[src/rtl/mem_arbiter_pkg.sv]
// Shared constants for the fetch / load-store arbiter in front of a single-port byte RAM.
package mem_arbiter_pkg;

    localparam int DATA_W = 32;

    localparam logic [1:0] ST_IDLE = 2'd0;
    localparam logic [1:0] ST_RD   = 2'd1;
    localparam logic [1:0] ST_WR   = 2'd2;
    localparam logic [1:0] ST_DONE = 2'd3;

    localparam logic [1:0] WIDTH_BYTE = 2'b00;
    localparam logic [1:0] WIDTH_HALF = 2'b01;
    localparam logic [1:0] WIDTH_WORD = 2'b10;

    typedef enum logic {
        GNT_IF  = 1'b0,
        GNT_MEM = 1'b1
    } grant_t;

    // Index of the last byte of an access; the reserved code 11 behaves as a word.
    function automatic logic [1:0] width_last(input logic [1:0] width);
        case (width)
            WIDTH_BYTE: return 2'd0;
            WIDTH_HALF: return 2'd1;
            WIDTH_WORD: return 2'd3;
            default:    return 2'd3;
        endcase
    endfunction

endpackage

[src/rtl/mem_arbiter_if.sv]
// Requester and RAM-side signals of the arbiter; slave is the arbiter view, master the environment view.
interface mem_arbiter_if
    import mem_arbiter_pkg::*;
#(
    parameter int ADDR_W = 32
);
    logic              if_req;
    logic [ADDR_W-1:0] if_addr;
    logic              if_flush;
    logic              if_done;
    logic [DATA_W-1:0] if_rdata;

    logic              mem_req;
    logic              mem_we;
    logic [1:0]        mem_width;
    logic [ADDR_W-1:0] mem_addr;
    logic [DATA_W-1:0] mem_wdata;
    logic              mem_done;
    logic [DATA_W-1:0] mem_rdata;

    logic [ADDR_W-1:0] ram_addr;
    logic              ram_wr;
    logic [7:0]        ram_dout;
    logic [7:0]        ram_din;

    logic              busy;

    modport slave (
        input  if_req, if_addr, if_flush, mem_req, mem_we, mem_width, mem_addr, mem_wdata, ram_din,
        output if_done, if_rdata, mem_done, mem_rdata, ram_addr, ram_wr, ram_dout, busy
    );

    modport master (
        output if_req, if_addr, if_flush, mem_req, mem_we, mem_width, mem_addr, mem_wdata, ram_din,
        input  if_done, if_rdata, mem_done, mem_rdata, ram_addr, ram_wr, ram_dout, busy
    );

endinterface

[src/rtl/mem_arbiter.sv]
// Arbitrates instruction fetch and load/store onto a single-port byte RAM, one byte per cycle.
//   state | meaning
//   IDLE  | sample requests, load/store wins over fetch
//   RD    | issue byte addresses, capture ram_din one cycle later
//   WR    | write one byte per cycle
//   DONE  | one-cycle done pulse to the granted port
module mem_arbiter
    import mem_arbiter_pkg::*;
#(
    parameter int ADDR_W = 32
) (
    input logic          clk,
    input logic          rst,
    mem_arbiter_if.slave bus
);

    logic [1:0]        state_q;
    grant_t            gnt_q;
    logic              we_q;
    logic [1:0]        last_q;
    logic [1:0]        cnt_q;
    logic              tail_q;
    logic [ADDR_W-1:0] addr_q;
    logic [DATA_W-1:0] wdata_q;
    logic [DATA_W-1:0] buf_q;
    logic [DATA_W-1:0] if_rdata_q;
    logic [DATA_W-1:0] mem_rdata_q;
    logic [1:0]        cap_idx;
    logic              flush_abort;

    assign flush_abort = (gnt_q == GNT_IF) && bus.if_flush &&
                         (state_q == ST_RD || state_q == ST_DONE);
    // RD spends one extra (tail) cycle so the byte addressed last can still be captured.
    assign cap_idx     = tail_q ? cnt_q : cnt_q - 2'd1;

    assign bus.busy      = (state_q != ST_IDLE);
    assign bus.ram_addr  = addr_q;
    assign bus.ram_wr    = (state_q == ST_WR);
    assign bus.ram_dout  = (state_q == ST_WR) ? wdata_q[{cnt_q, 3'b000} +: 8] : 8'h00;
    assign bus.if_done   = (state_q == ST_DONE) && (gnt_q == GNT_IF) && !bus.if_flush;
    assign bus.mem_done  = (state_q == ST_DONE) && (gnt_q == GNT_MEM);
    assign bus.if_rdata  = bus.if_done ? buf_q : if_rdata_q;
    assign bus.mem_rdata = (bus.mem_done && !we_q) ? buf_q : mem_rdata_q;

    always_ff @(posedge clk or negedge rst) begin
        if (!rst) begin
            state_q     <= ST_IDLE;
            gnt_q       <= GNT_IF;
            we_q        <= 1'b0;
            last_q      <= 2'd0;
            cnt_q       <= 2'd0;
            tail_q      <= 1'b0;
            addr_q      <= '0;
            wdata_q     <= '0;
            buf_q       <= '0;
            if_rdata_q  <= '0;
            mem_rdata_q <= '0;
        end else begin
            case (state_q)
                ST_IDLE: begin
                    if (bus.mem_req || bus.if_req) begin
                        gnt_q   <= bus.mem_req ? GNT_MEM : GNT_IF;
                        we_q    <= bus.mem_req && bus.mem_we;
                        last_q  <= bus.mem_req ? width_last(bus.mem_width) : 2'd3;
                        addr_q  <= bus.mem_req ? bus.mem_addr : bus.if_addr;
                        wdata_q <= bus.mem_wdata;
                        cnt_q   <= 2'd0;
                        tail_q  <= 1'b0;
                        buf_q   <= '0;
                        state_q <= (bus.mem_req && bus.mem_we) ? ST_WR : ST_RD;
                    end
                end
                ST_RD: begin
                    if (flush_abort) begin
                        state_q <= ST_IDLE;
                    end else begin
                        if (tail_q || cnt_q != 2'd0)
                            buf_q[{cap_idx, 3'b000} +: 8] <= bus.ram_din;
                        if (tail_q) begin
                            state_q <= ST_DONE;
                        end else if (cnt_q == last_q) begin
                            tail_q <= 1'b1;
                        end else begin
                            cnt_q  <= cnt_q + 2'd1;
                            addr_q <= addr_q + ADDR_W'(1);
                        end
                    end
                end
                ST_WR: begin
                    if (cnt_q == last_q) begin
                        state_q <= ST_DONE;
                    end else begin
                        cnt_q  <= cnt_q + 2'd1;
                        addr_q <= addr_q + ADDR_W'(1);
                    end
                end
                default: begin
                    state_q <= ST_IDLE;
                    cnt_q   <= 2'd0;
                    tail_q  <= 1'b0;
                    if (bus.if_done)
                        if_rdata_q <= buf_q;
                    if (bus.mem_done && !we_q)
                        mem_rdata_q <= buf_q;
                end
            endcase
        end
    end

endmodule

[src/flat_wrapper.sv]
// flat-port wrapper written by rule: the top's interface ports become plain ports
module mem_arbiter_flat import mem_arbiter_pkg::*;
#(
    parameter int ADDR_W = 32
)
  (clk, rst, bus_if_req, bus_if_addr, bus_if_flush, bus_mem_req, bus_mem_we, bus_mem_width, bus_mem_addr, bus_mem_wdata, bus_ram_din, bus_if_done, bus_if_rdata, bus_mem_done, bus_mem_rdata, bus_ram_addr, bus_ram_wr, bus_ram_dout, bus_busy);
  mem_arbiter_if #(.ADDR_W(ADDR_W)) bus_i ();
  input logic clk;
  input logic rst;
  input wire logic [$bits(bus_i.if_req)-1:0] bus_if_req;
  input wire logic [$bits(bus_i.if_addr)-1:0] bus_if_addr;
  input wire logic [$bits(bus_i.if_flush)-1:0] bus_if_flush;
  input wire logic [$bits(bus_i.mem_req)-1:0] bus_mem_req;
  input wire logic [$bits(bus_i.mem_we)-1:0] bus_mem_we;
  input wire logic [$bits(bus_i.mem_width)-1:0] bus_mem_width;
  input wire logic [$bits(bus_i.mem_addr)-1:0] bus_mem_addr;
  input wire logic [$bits(bus_i.mem_wdata)-1:0] bus_mem_wdata;
  input wire logic [$bits(bus_i.ram_din)-1:0] bus_ram_din;
  output wire logic [$bits(bus_i.if_done)-1:0] bus_if_done;
  output wire logic [$bits(bus_i.if_rdata)-1:0] bus_if_rdata;
  output wire logic [$bits(bus_i.mem_done)-1:0] bus_mem_done;
  output wire logic [$bits(bus_i.mem_rdata)-1:0] bus_mem_rdata;
  output wire logic [$bits(bus_i.ram_addr)-1:0] bus_ram_addr;
  output wire logic [$bits(bus_i.ram_wr)-1:0] bus_ram_wr;
  output wire logic [$bits(bus_i.ram_dout)-1:0] bus_ram_dout;
  output wire logic [$bits(bus_i.busy)-1:0] bus_busy;
  assign bus_i.if_req = bus_if_req;
  assign bus_i.if_addr = bus_if_addr;
  assign bus_i.if_flush = bus_if_flush;
  assign bus_i.mem_req = bus_mem_req;
  assign bus_i.mem_we = bus_mem_we;
  assign bus_i.mem_width = bus_mem_width;
  assign bus_i.mem_addr = bus_mem_addr;
  assign bus_i.mem_wdata = bus_mem_wdata;
  assign bus_i.ram_din = bus_ram_din;
  assign bus_if_done = bus_i.if_done;
  assign bus_if_rdata = bus_i.if_rdata;
  assign bus_mem_done = bus_i.mem_done;
  assign bus_mem_rdata = bus_i.mem_rdata;
  assign bus_ram_addr = bus_i.ram_addr;
  assign bus_ram_wr = bus_i.ram_wr;
  assign bus_ram_dout = bus_i.ram_dout;
  assign bus_busy = bus_i.busy;
  mem_arbiter #(.ADDR_W(ADDR_W)) u_core (.clk(clk), .rst(rst), .bus(bus_i));
endmodule
[config.mk]
export PLATFORM = sky130hd
export DESIGN_NAME = mem_arbiter_flat
export DESIGN_NICKNAME = d
export VERILOG_FILES = /design/src/rtl/mem_arbiter_pkg.sv /design/src/rtl/mem_arbiter_if.sv /design/src/rtl/mem_arbiter.sv /design/src/flat_wrapper.sv
export SDC_FILE = /design/constraint.sdc
export NUM_CORES = 1
export LEC_CHECK = 0
export CAP_MARGIN = 15
export CORE_MARGIN = 1.5
export CORE_UTILIZATION = 50
export CTS_CLUSTER_DIAMETER = 30
export DETAILED_ROUTE_END_ITERATION = 16
export PLACE_DENSITY = 0.81
export SETUP_SLACK_MARGIN = 0.15
export SLEW_MARGIN = 10
export SYNTH_ARGS = -nofsm -noshare
export SYNTH_HDL_FRONTEND = slang
export SYNTH_SLANG_ARGS = --single-unit
[constraint.sdc]
create_clock -name clk -period 4.6 [get_ports clk]
set_clock_uncertainty 0.05 [all_clocks]
set_input_delay 0.69 -clock clk [delete_from_list [all_inputs] [get_ports clk]]
set_output_delay 0.69 -clock clk [all_outputs]
set_load 0.02 [all_outputs]
After elaboration in Yosys (flattened, before gate mapping):

Index checks and enable logic that the tools add are counted.
Widths: inputs -> output; s select.

* bitwise logic cells: 2
* reductions and logical operators: 25
* shift-type cells: 3
* muxes and demuxes: 34
* eq/ne operators: 11
* $add $sub $neg: 4

Operator list (count)
* $mux 32: 10
* $pmux 32 s3: 1
* $pmux 32 s2: 1
* $add 32x1->32 const B: 1
* $bwmux 32: 1
* $shift 8x7->32 const A: 1
* $shiftx 32x6->8: 1
* $shiftx 8x7->32: 1
* $mux 2: 11
* $pmux 2 s3: 2
* $reduce_and 3->1: 3
* $mux 8: 1
* $reduce_and 4->1: 2
* $logic_and 1x1->1: 7
* $neg 5->7: 1
* $ne 2x2->1 const B: 3
* $reduce_bool 2->1: 3
* $mux 1: 5
* $eq 2x1->1 const B: 2
* $eq 2x2->1 const B: 2
* $logic_not 2->1: 2
* $ne 2x1->1 const B: 2
* $pmux 2 s2: 1
* $logic_or 1x1->1: 3
* other kinds (10): 12

* flip-flop bits (word level): 169
* output and inout port bits: 108

Depth between registers and ports, before layout:

Gate-level depths: netlist (run 1).

* depth in word-level cells: 8
* mapped depth: 11
* gate-level depth less buffers: 9

Worst setup path before layout (run 1):

Ideal clock, no wire load.

* path kind: input to output
* start: input bus_if_flush
* end: output bus_if_rdata[22]
* stages: 4
* arrival: 2.168 ns
* data required time: 3.860 ns
* setup slack: 1.692 ns
* cell sequence: nor3b_1 > clkbuf_1 > clkbuf_1 > mux2_2

* cells in the longest elaborated chain, start to end: 3

Ends and longest elaborated chain
* start, declared: line flat_wrapper.sv:12 `input wire logic [$bits(bus_i.if_flush)-1:0] bus_if_flush;`
* $logic_not 1->1: line mem_arbiter.sv:40 `assign bus.if_done = (state_q == ST_DONE) && (gnt_q == GNT_IF) && !bus.if_flush;`
* $logic_and 1x1->1: line mem_arbiter.sv:40
* net bus_if_done: line flat_wrapper.sv:19 `output wire logic [$bits(bus_i.if_done)-1:0] bus_if_done;`
* $mux 32: line mem_arbiter.sv:42 `assign bus.if_rdata = bus.if_done ? buf_q : if_rdata_q;`
* end, declared: line flat_wrapper.sv:20 `output wire logic [$bits(bus_i.if_rdata)-1:0] bus_if_rdata;`

The timed path passes the listed nets, and every way through them passes these cells.

Worst setup path in the final report (run 1):

* start: register u_core.state_q[0]
* end: output bus_mem_rdata[8]

* cells in the longest elaborated chain, start to end: 4

Ends and longest elaborated chain
* start, declared: line mem_arbiter.sv:17 `logic [1:0] state_q;`
* start signal, assigned: line mem_arbiter.sv:70 `state_q <= (bus.mem_req && bus.mem_we) ? ST_WR : ST_RD;`
* $eq 2x2->1: line mem_arbiter.sv:41 `assign bus.mem_done = (state_q == ST_DONE) && (gnt_q == GNT_MEM);`
* $logic_and 1x1->1: line mem_arbiter.sv:41
* $logic_and 1x1->1: line mem_arbiter.sv:43 `assign bus.mem_rdata = (bus.mem_done && !we_q) ? buf_q : mem_rdata_q;`
* $mux 32
* end, declared: line flat_wrapper.sv:22 `output wire logic [$bits(bus_i.mem_rdata)-1:0] bus_mem_rdata;`

Every way passes these cells.

==> out/summary.txt, run 1 <==
Final antenna diode count: 0
Post_cts resized: 0
Combinational power share: 0.493
Vias per cell: 5.66
Layout cell share with drive strength beyond 1: 0.156
Via count of the routed design: 7,461
Vias in the first global route: 7,188
CTS buffer count: 17
Critical Path Start Type: register
Initial core utilization: 0.513
Worst vdd ir: 0.000368 V
Pins Over Slew Limit: 0
Die X-Extent: 136 microns
Final min period: 3.75 ns
IO Count: 220
Post-synth top area share: 0.477
Clock Sinks: 169
Final antenna-violating net count: 0
Post-Syn Area: 8870 sq um
Grt total ovfl: 0
Synth Register Bits: 169
Yosys top cell by area: dfrtp_1
Residual DRC count: 0
Sw Ratio: 0.409
Most frequent cells in the layout: clkdlybuf4s50_1, nand2_1, dfrtp_1
CTS tree: done
Core area: 17,300 sq um
Site Rows: 48
Routed len/inst: 17.7 microns
Global Route Usage Sum: 0.259
Seq/Total Area, Yosys: 0.477
Max-Cap Viols: 0
Die Y: 136 microns
Yosys warnings: 0
HP Class: input pin to asynchronous set/reset pin
Number of flops mapped to enable cells by yosys: 0
Drt total wl: 23.3 mm
H-tree depth: 4
P&R area growth vs syn: 34.3%
Netlist cell types: 65
CP arrival: 3.01 ns
Initial antenna violation count: 0
Hpwl dp: 16.3 mm
Ys async rst share: 1.00
Initial DRT Pass Iterations: 5
CP Capture Type: primary output
Average cell area after synthesis: 10.1 sq um
Setup Viol. Count Final: 0
Max Buffers Root-to-Sink: 2
Area contributors post-synth: dfrtp_1, mux2_2, nand2_1
Net load switching power: 0.00334 W
Port bufs: 219
CP required: 3.86 ns
Final Wtd Congestion: 0.848
CTS Hold Bufs: 0
Post-synthesis instance total: 877
Total Neg Setup Slack: 0 ns
Top FF cell, synth: dfrtp_1
Tightest Pin Transition: 1.01 ns
Highest clock rate: 266 MHz
Commonest non-fill, non-tap cell in the layout: clkdlybuf4s50_1
Tcrit/Tclk final: 0.816
Largest net degree at the start of global routing: 101
Final Hold Viols: 0
PwrDens: 685 nW/um^2
Post-CTS Setup Inserts: 0
Share of power burned in registers: 0.317
Layout net count: 1,201
Die footprint: 18,600 sq um
Leak: 5.23 nW
Clk slew on worst S/H paths: 0.07 ns
Type of the worst setup path: register to primary output
Cell Int Power: 0.00483 W
Clk network pwr share: 0.189
Worst skew pair latency: 0.43 ns
Hold Slack: 0.306 ns
Status: complete, no violations
RSZ-0062 raised after global routing: no
CTS Root Cell: clkbuf_16
Drt initial violations: 479
First-pass GRT wire length: 37.3 mm
Relative slew slack: 0.328
CP Max Fanout: 45
Mapped Nets: 998
==> registers in the layout (all words and copies together), names as in the netlist <==
register,cells
u_core.tail_q,1
u_core.buf_q,32
u_core.state_q,2
u_core.wdata_q,32
u_core.cnt_q,2
u_core.mem_rdata_q,32
u_core.last_q,2
u_core.we_q,1
u_core.bus.ram_addr,32
u_core.if_rdata_q,32
u_core.gnt_q,1
==> worst paths after layout <==
kind | startpoint | endpoint | slack [ns] | depth (start not counted)
worst max-delay path | u_core.state_q[0] | bus_mem_rdata[8] | 0.85 | 7
worst min-delay path | rst | u_core.if_rdata_q[23] | 0.31 | 1
worst max register to register | u_core.cnt_q[0] | u_core.buf_q[2] | 1.38 | 8
worst min register to register | u_core.mem_rdata_q[8] | u_core.mem_rdata_q[8] | 0.42 | 2
max in group asynchronous | rst | u_core.if_rdata_q[24] | 3.16 | 2
min in group clk | u_core.mem_rdata_q[8] | u_core.mem_rdata_q[8] | 0.42 | 2
==> routing by layer <==
metal,vias to the layer above,track usage,wire length (microns)
met5,-,0,0
met4,0,0.0567,197
met3,23,0.0597,1400
met2,261,0.432,11700
met1,3661,0.345,10000
li1,3516,-,-
==> critical path, stage by stage (launching register included) <==
cell and delay, ns:
dfrtp_1 0.41, ha_1 0.28, and2_1 0.20, nand2b_2 0.36, buf_4 0.42, nand2_1 0.11, o21ai_0 0.13, clkdlybuf4s50_1 0.65
==> power by group through the flow <==
stage | logic (W) | clock network [W] | registers [W]
after floorplan | 0.00250 | 0 | 0.00259
after global placement | 0.00388 | 0 | 0.00257
after detailed placement | 0.00400 | 0 | 0.00259
after CTS | 0.00402 | 0.00157 | 0.00258
after global routing | 0.00438 | 0.00163 | 0.00267
final | 0.00403 | 0.00154 | 0.00259
==> cells by family (layout without fill, tap and decap cells) <==
group,after synthesis,after routing,synth area share
compound gates,148,148,0.111
xor+xnor,3,3,0.00296
fa+ha+maj,9,9,0.0127
buf+inv,95,311,0.0441
flops,169,169,0.477
mux,149,149,0.193
simple gates,304,304,0.160
==> per-stage QoR <==
| stage | std cells | power [W] | cell area [sq um] | util | worst slack (ns) |
|---|---|---|---|---|---|
| CTS | 1317 | 0.00817 | 11900 | 0.688 | 0.856 |
| global route | 1318 | 0.00868 | 11900 | 0.689 | 0.613 |
| finish | 1318 | 0.00817 | 11900 | 0.689 | 0.847 |
| floorplan | 877 | 0.00509 | 8870 | - | 1.69 |
| global placement | 1285 | 0.00645 | 11300 | 0.651 | 1.19 |
| detailed placement | 1285 | 0.00659 | 11300 | 0.651 | 1.12 |
==> cell usage after synthesis, types with 3 or more instances <==
cell / instances
and2_1: 12
a211oi_1: 4
mux2_2: 95
a221o_1: 6
a22o_1: 10
nand2_1: 177
nand3_1: 18
a311oi_1: 3
nor4_1: 8
buf_1: 3
nand2b_1: 5
o31ai_1: 4
o2bb2ai_1: 3
clkbuf_1: 41
buf_2: 5
o311ai_0: 3
nor2_1: 24
nor3_1: 12
o22a_1: 4
a21o_1: 3
a21oi_1: 13
o21ai_0: 59
inv_1: 42
or3_1: 3
o311a_1: 3
dfrtp_1: 169
o22ai_1: 13
and3_1: 8
mux4_2: 8
a211o_1: 3
or4_1: 4
nand4_1: 14
mux2i_1: 46
ha_1: 9
nor3b_1: 4
==> final cells by class <==
| type | instances | area, sq um |
|---|---|---|
| multi-input cells | 613 | 4270 |
| repair buffers | 237 | 2340 |
| inverters | 42 | 158 |
| well taps | 225 | 282 |
| flip-flops and latches | 169 | 4230 |
| fillers | 1281 | 5380 |
| clock inverters | 13 | 190 |
| clock buffers | 19 | 443 |
(Power assumes the default switching activity.)
==> run 2, diff against run 1 <==
CORE_UTILIZATION = 45   (was 50)
PLACE_DENSITY = 0.77   (was 0.81)
clock period = 3.3 ns   (was 4.6 ns; I/O delays follow)
==> out/summary.txt, run 2 (same netlist as run 1, synthesis figures left out) <==
Status: complete, no violations
Via count of the routed design: 7,390 (-0.95%)
Layout cell share with drive strength beyond 1: 0.163 (+0.00643)
Total power: 0.0113 W (+38%)
Site Rows: 51 (+6.3%)
Worst skew pair latency: 0.43 ns (about the same)
Most frequent cells in the layout: nand2_1, clkdlybuf4s50_1, dfrtp_1
Routed len/inst: 17.7 microns (about the same)
Final antenna-violating net count: 0 (unchanged)
Port bufs: 219 (unchanged)
Initial antenna violation count: 0 (unchanged)
Clock Sinks: 169 (unchanged)
Final min period: 3.09 ns
First-pass GRT wire length: 38.6 mm (+3.5%)
RSZ-0062 raised after global routing: yes
Commonest non-fill, non-tap cell in the layout: nand2_1
Global Route Usage Sum: 0.242 (-0.0168)
Clk slew on worst S/H paths: 0.07 ns (about the same)
HP Class: input pin to asynchronous set/reset pin
Grt total ovfl: 0 (unchanged)
Die X-Extent: 143 microns (+5.3%)
Layout net count: 1,207 (+0.50%)
Final Wtd Congestion: 0.860 (+1.5%)
Tightest Pin Transition: 1.13 ns (+0.123 ns)
CTS tree: done
Hpwl dp: 16.5 mm (+1.4%)
Setup Viol. Count Final: 0 (unchanged)
Pre-CTS setup slack: 0.212 ns (-0.905 ns)
Max Buffers Root-to-Sink: 2 (unchanged)
Initial core utilization: 0.457 (-0.0556)
Final WS setup: 0.210 ns (-0.636 ns)
Initial DRT Pass Iterations: 5 (unchanged)
Vias per cell: 5.42 (-4.3%)
CP Max Fanout: 44 (-2.2%)
PwrDens: 934 nW/um^2 (+36%)
Residual DRC count: 0 (unchanged)
CP Capture Type: primary output
IO Count: 220 (unchanged)
Worst vdd ir: 0.000457 V (+24%)
CP arrival: 2.54 ns (-0.47 ns)
H-tree depth: 4 (unchanged)
Fin util: 0.624 (-0.0650)
Drt total wl: 24.1 mm (+3.6%)
P&R area growth vs syn: 36.4%
Die Y: 143 microns (+5.3%)
Vias in the first global route: 7,398 (+2.9%)
Pins Over Slew Limit: 0 (unchanged)
CP required: 2.75 ns (-1.11 ns)
Core area: 19,400 sq um (+12%)
Drt initial violations: 462 (-3.5%)
CTS Root Cell: clkbuf_16
Final Hold Viols: 0 (unchanged)
Critical Path Start Type: register
Relative slew slack: 0.246 (-0.0819)
Highest clock rate: 324 MHz
Largest net degree at the start of global routing: 80 (-21%)
CTS buffer count: 17 (unchanged)
Final antenna diode count: 0 (unchanged)
Total Neg Setup Slack: 0 ns (unchanged)
Leak: 5.74 nW (+9.8%)
Tcrit/Tclk final: 0.936
Type of the worst setup path: register to primary output
Max-Cap Viols: 0 (unchanged)
Die footprint: 20,600 sq um (+11%)
==> run 2: changes by cell type in the layout (fill, tap and decap cells not counted), moves of 2 or more <==
cell             before  now
clkdlybuf4s50_1     217  173
dlygate4sd2_1         0   27
dlymetal6s2s_1        0   17
bufbuf_16             0    3
buf_12                1    3
buf_4                16   18
==> run 2: worst paths after layout <==
check	from	to	slack, ns	cells past startpoint
max	u_core.state_q[0]	bus_mem_rdata[27]	0.21	6
min	rst	u_core.wdata_q[25]	0.04	1
max reg2reg	u_core.state_q[1]	u_core.buf_q[12]	0.64	6
min reg2reg	u_core.mem_rdata_q[11]	u_core.mem_rdata_q[11]	0.42	2
max in group asynchronous	rst	u_core.bus.ram_addr[9]	2.28	2
min in group clk	bus_mem_req	u_core.we_q	0.35	3
==> run 2: layout make-up <==
cell class | instances | area, sq um
Multi-Input combinational cell | 613 | 4280
Inverter | 42 | 158
Clock buffer | 19 | 443
Tap cell | 265 | 332
Timing Repair Buffer | 243 | 2490
Clock inverter | 13 | 166
Fill cell | 1668 | 7300
Sequential cell | 169 | 4230
==> run 2: report_power, final <==
group	switching, W	internal [W]	leakage [nW]
Clock	0.000865	0.00122	0.296
Combinational	0.00309	0.00255	3.24
Sequential	0.000708	0.00286	2.21
Total	0.00466	0.00664	5.74
==> run 2: repair_timing <==
item | CTS | global route
buffers inserted | 2 | 1
gates cloned | 3 | 0
hold buffers | 0 | 0
setup endpoints to repair | 42 | 25
resized for setup | 29 | 17
==> run 2: per-stage QoR <==
| step | cell area, sq um | hold WS (ns) | instances |
|---|---|---|---|
| after CTS | 12000 | 0.0741 | 1363 |
| after detailed placement | 11300 | 0.409 | 1326 |
| after global routing | 12100 | 0.0934 | 1364 |
| after floorplan | 8870 | 0.149 | 877 |
| after global placement | 11300 | 0.400 | 1326 |
| final | 12100 | 0.0428 | 1364 |
==> run 2: layer usage <==
| metal | share of wire | vias to the layer above | track usage |
|---|---|---|---|
| met4 | 0.018 | 0 | 0.0773 |
| li1 | - | 3528 | - |
| met2 | 0.49 | 268 | 0.403 |
| met1 | 0.42 | 3563 | 0.306 |
| met5 | 0 | - | 0 |
| met3 | 0.070 | 31 | 0.0663 |
==> run 2: critical path, stage by stage, from the launching register on <==
cell	delay [ns]
dfrtp_1	0.41
ha_2	0.24
and2_1	0.19
nand2b_2	0.12
buf_12	0.23
mux2_2	0.36
clkdlybuf4s50_1	0.55
